$ cat config.mk
export PLATFORM = sky130hd
export DESIGN_NAME = add2bit
export DESIGN_NICKNAME = d
export VERILOG_FILES = /design/src/rtl/add2bit_pkg.sv /design/src/rtl/add2bit_full_adder.sv /design/src/rtl/add2bit.sv
export SDC_FILE = /design/constraint.sdc
export NUM_CORES = 1
export LEC_CHECK = 0
export CORE_AREA = 4 4 41 43
export CTS_CLUSTER_SIZE = 10
export DETAILED_ROUTE_END_ITERATION = 16
export DIE_AREA = 0 0 45 47
export DONT_BUFFER_PORTS = 1
export GPL_ROUTABILITY_DRIVEN = 0
export GPL_TIMING_DRIVEN = 0
export PLACE_DENSITY = 0.3
export SKIP_CTS_REPAIR_TIMING = 1
export SLEW_MARGIN = 20
export SYNTH_ARGS = -nofsm -noshare
export SYNTH_HDL_FRONTEND = slang
export SYNTH_SLANG_ARGS = --single-unit
$ cat constraint.sdc
create_clock -name clk -period 1.9 [get_ports clk]
set_clock_uncertainty 0.15 [all_clocks]
set_input_delay 0.38 -clock clk [delete_from_list [all_inputs] [get_ports clk]]
set_output_delay 0.38 -clock clk [all_outputs]
set_load 0.01 [all_outputs]
$ cat src/rtl/add2bit_pkg.sv
// Shared constants and the single-bit adder helper for the add2bit slice.
package add2bit_pkg;

  localparam int ADD2BIT_WIDTH_DEFAULT = 2;
  localparam int ADD2BIT_WIDTH_MIN     = 1;
  localparam int ADD2BIT_WIDTH_MAX     = 32;

  typedef struct packed {
    logic c_out;
    logic sum;
  } fa_result_t;

  function automatic fa_result_t fa_eval(input logic a, input logic b, input logic c_in);
    fa_result_t r;
    r.sum   = a ^ b ^ c_in;
    r.c_out = (a & b) | (c_in & (a ^ b));
    return r;
  endfunction

endpackage

$ cat src/rtl/add2bit_full_adder.sv
// One-bit full adder cell; add2bit chains WIDTH of these into a ripple-carry adder.
module full_adder_1bit
  import add2bit_pkg::*;
(
  input  logic a,
  input  logic b,
  input  logic c_in,
  output logic sum,
  output logic c_out
);

  fa_result_t res;

  always_comb begin
    res   = fa_eval(a, b, c_in);
    sum   = res.sum;
    c_out = res.c_out;
  end

endmodule

$ cat src/rtl/add2bit.sv
// Registered WIDTH-bit ripple-carry adder with one cycle of latency.
// Optional signed-overflow output is enabled by defining ADD2BIT_OVF_EN.
module add2bit
  import add2bit_pkg::*;
#(
  parameter int WIDTH = ADD2BIT_WIDTH_DEFAULT
) (
  input  logic             clk,
  input  logic             rst_n,
  input  logic [WIDTH-1:0] a,
  input  logic [WIDTH-1:0] b,
  input  logic             c_in,
  output logic [WIDTH-1:0] sum,
  output logic             c_out,
  input  logic             in_valid,
  output logic             out_valid
`ifdef ADD2BIT_OVF_EN
  ,
  output logic             ovf
`endif
);

  generate
    if (WIDTH < ADD2BIT_WIDTH_MIN || WIDTH > ADD2BIT_WIDTH_MAX) begin : g_bad_width
      $error("add2bit: WIDTH %0d outside legal range %0d..%0d",
             WIDTH, ADD2BIT_WIDTH_MIN, ADD2BIT_WIDTH_MAX);
    end
  endgenerate

  logic [WIDTH:0]   carry;
  logic [WIDTH-1:0] sum_comb;

  assign carry[0] = c_in;

  generate
    for (genvar i = 0; i < WIDTH; i++) begin : g_fa
      full_adder_1bit u_fa (
        .a     (a[i]),
        .b     (b[i]),
        .c_in  (carry[i]),
        .sum   (sum_comb[i]),
        .c_out (carry[i+1])
      );
    end
  endgenerate

  // Result registers hold their value while idle; only out_valid tracks in_valid.
  always_ff @(posedge clk or negedge rst_n) begin
    if (!rst_n) begin
      sum       <= '0;
      c_out     <= 1'b0;
      out_valid <= 1'b0;
    end else begin
      out_valid <= in_valid;
      if (in_valid) begin
        sum   <= sum_comb;
        c_out <= carry[WIDTH];
      end
    end
  end

`ifdef ADD2BIT_OVF_EN
  // Signed overflow: carry into the MSB disagrees with carry out of it.
  always_ff @(posedge clk or negedge rst_n) begin
    if (!rst_n) begin
      ovf <= 1'b0;
    end else if (in_valid) begin
      ovf <= carry[WIDTH] ^ carry[WIDTH-1];
    end
  end
`endif

endmodule

# After elaboration in Yosys (flattened, before gate mapping)

Cells that the tools add are included.

Register bits after elaboration: 4
Logic and storage cells: 13
Input bits: 8

Bitwise logic cells: 10

Operators with widths:

| kind              | number |
|---|---|
| bitwise AND 1 bit | 4 |
| XOR 1 bit         | 4 |
| bitwise OR 1 bit  | 2 |

# Depth between registers and ports, before layout

Depth after elaboration: 5
Gate-level depth with buffers: 4
Gate-level depth less buffers: 4

# Modules after synthesis

From an unflattened synthesis, not the netlist that was laid out.

Cells, all modules: 9
Area total of the unflattened synthesis: 173.9 um^2

By module, submodules not included:

| module          | sequential area each (um^2) | instances | cells an instance | area an instance (um^2) |
|---|---|---|---|---|
| add2bit         | 100.1                       | 1         | 7                 | 133.9 |
| full_adder_1bit | 0.0                         | 2         | 1                 | 20.0 |

# Worst setup path before layout

Ideal clock, no wire load.

Kind: input -> register
Start: in a[0]
End: reg sum[1]
Data arrival time: 1.371 ns
Path buffers: 0
Slack: 0.257 ns
Stages on the path: 4
Cells stage by stage: inv_1 -> fa_1 -> fa_1 -> mux2i_1

Longest elaborated chain between the ends: 4

RTL lines:

| item                 | line              | source |
|---|---|---|
| from (decl)          | add2bit.sv:10     | `input logic [WIDTH-1:0] a,` |
| XOR 1 bit            | add2bit_pkg.sv:16 | `r.c_out = (a & b) \| (c_in & (a ^ b));` |
| bitwise AND 1 bit    | add2bit_pkg.sv:16 |  |
| bitwise OR 1 bit *   | add2bit_pkg.sv:16 |  |
| XOR 1 bit *          | add2bit_pkg.sv:15 | `r.sum = a ^ b ^ c_in;` |
| to (signal assigned) | add2bit.sv:56     | `sum <= sum_comb;` |
| to (decl)            | add2bit.sv:13     | `output logic [WIDTH-1:0] sum,` |

Every way passes the cells marked *; elsewhere a longest branch is shown, timed or not.
A chain may end at the register's enable or synchronous reset.

# Worst setup path in the final report

Ends and elaborated chain as after synthesis.

==> results.yml <==
clocking:
  clk_latency_ns: 0.23
  clock-root-buffer: "clkbuf_4"
  clockBufferDepth: 2
  clkSlewWorstSetupHoldPaths_ns: 0.04
  htreeDepth: 1
  cts_num_sinks: 4
  tritoncts: "yes"
  numCtsBuffers: 3
drt:
  vias_per_cell: 3.22
  drt_first_pass_iters: 2
  wl_per_cell_um: 10.2
  drc: 0
  antenna_left: 0
  via_count: 116
  drt_wl_total_um: 368
  drtIter0Drc: 3
synth:
  avgSynthCellArea_um2: 11.5
  netlist_top_cells_area: "dfrtp_1 51%, fa_1 21%, inv_1 13%"
  yosysTopAreaCell: "dfrtp_1"
  ys_warn_count: 0
  synth_area_um2: 195
  yosysUniqueCellTypes: 6
  syn_nets: 27
  synth-seq-cells: 4
  yosysSeqAreaShare: 0.513
  synth_top_area_frac: 0.513
  syn_inst: 17
floorplanning:
  die_h_um: 47
  die_x_um: 45
  start_util: 0.150
  core_area_um2: 1300
  io_pins: 12
  die_area_um2: 2120
  fp-row-count: 13
global_route:
  grt_pass1_vias: 138
  track_usage: 0.0452
  grt_pass1_wl_um: 552
  antenna_found_initial: 0
  grt_overflow: 0
  grt_max_degree: 6
finish:
  fillCellCount: 155
  final_cell_mix: "7 x inv_1, 4 x dfrtp_1, 3 x clkbuf_4, 2 x mux2i_1, 2 x fa_1"
  num_antenna_cells: 0
  layout_commonest_cell: "inv_1"
  final_layout_size_suffix_gt1_frac: 0.143
  final_cell_area_um2: 246
  nets: 33
  syn_to_final_growth_pct: 26.3
setup_path:
  critPathArrivalTime_ns: 1.42
  path_class: "in -> reg"
  cp-start-kind: "input port"
  end_kind: "flip-flop"
  required_ns: 1.87
  crit_fanout: 1
timing:
  slew_viol_final: 0
  period_needed_ns: 1.45
  setup-violations-final: 0
  setup_tns_ns: 0
  period_share: 0.764
  holdWs_ns: 0.0247
  rsz0062_at_grt: "false"
  fmax_mhz: 689
  tightest_slew_ns: 0.185
  hold_viol_final: 0
  slew_headroom: 0.876
pwr:
  vdd_drop_max_mv: 0.285
  p_leak_nw: 0.131
  p_per_area_nw_per_um2: 980
  power.total_uw: 242
job:
  maxCapViolations: 0
run_status:
  status: "finished, final reports clean"
placement:
  port_buffers: 0
  post_dp_cell_area_um2: 214
min_path:
  hp-class: "in -> reg"
[worst max-delay path, stage by stage]
cell	delay [ns]
inv_1	0.03
fa_1	0.43
fa_1	0.50
mux2i_1	0.07
[cells by family after synthesis]
| group | count (synthesis) | synth area share |
|---|---|---|
| flops | 4 | 0.513 |
| fa+ha+maj | 2 | 0.205 |
| simple gates | 1 | 0.0192 |
| mux | 2 | 0.103 |
| compound gates | 1 | 0.0256 |
| buf+inv | 7 | 0.135 |
[area by class of cell]
class	instances	area, µm²	share of cell area
well taps	15	18.8	0.0761
flip-flops and latches	4	100	0.406
inverters	7	26.3	0.107
clock buffers	3	22.5	0.0914
multi-input cells	6	68.8	0.279
repair buffers	1	10.0	0.0406
[metal layers]
layer | vias up | track usage | wire length [µm] | part of all wire
met5 | - | 0 | 0 | 0
met4 | 0 | 0.0351 | 0 | 0
met3 | 0 | 0.0613 | 52 | 0.14
met2 | 11 | 0.0480 | 153 | 0.42
met1 | 50 | 0.0413 | 162 | 0.44
li1 | 55 | - | - | -
[registers in the layout (all words and copies together) (netlist names)]
signal / cells
out_valid: 1
sum: 2
c_out: 1
[power breakdown]
part / total [mW] / switching [mW] / internal (mW) / leakage, nW
Clock: 0.104 / 0.0336 / 0.0706 / 0.0138
Sequential: 0.112 / 0.0138 / 0.0979 / 0.0460
Combinational: 0.0258 / 0.0132 / 0.0126 / 0.0713
[worst paths after layout]
kind,slack (ns),to,cells after the start,start
max,0.45,sum[1]$_DFFE_PN0P_,4,a[0]
min,0.02,out_valid$_DFF_PN0_,0,in_valid
max reg2reg,1.09,c_out$_DFFE_PN0P_,2,c_out$_DFFE_PN0P_
min in group asynchronous,0.27,out_valid$_DFF_PN0_,1,rst_n
min reg2reg,0.43,sum[1]$_DFFE_PN0P_,2,sum[1]$_DFFE_PN0P_
max in group asynchronous,1.17,sum[0]$_DFFE_PN0P_,1,rst_n
[cell usage after synthesis, drive strengths merged]
master  n
a21oi   1
dfrtp   4
nor2    1
mux2i   2
inv     7
fa      2
[through the flow]
stage                util  instances  setup slack [ns]
global route        0.189         36             0.430
global placement    0.164         32             0.211
detailed placement  0.164         32             0.206
floorplan               -         17             0.257
finish              0.189         36             0.449
CTS                 0.182         35             0.454
Note: power is estimated with default switching activity, not from simulation.
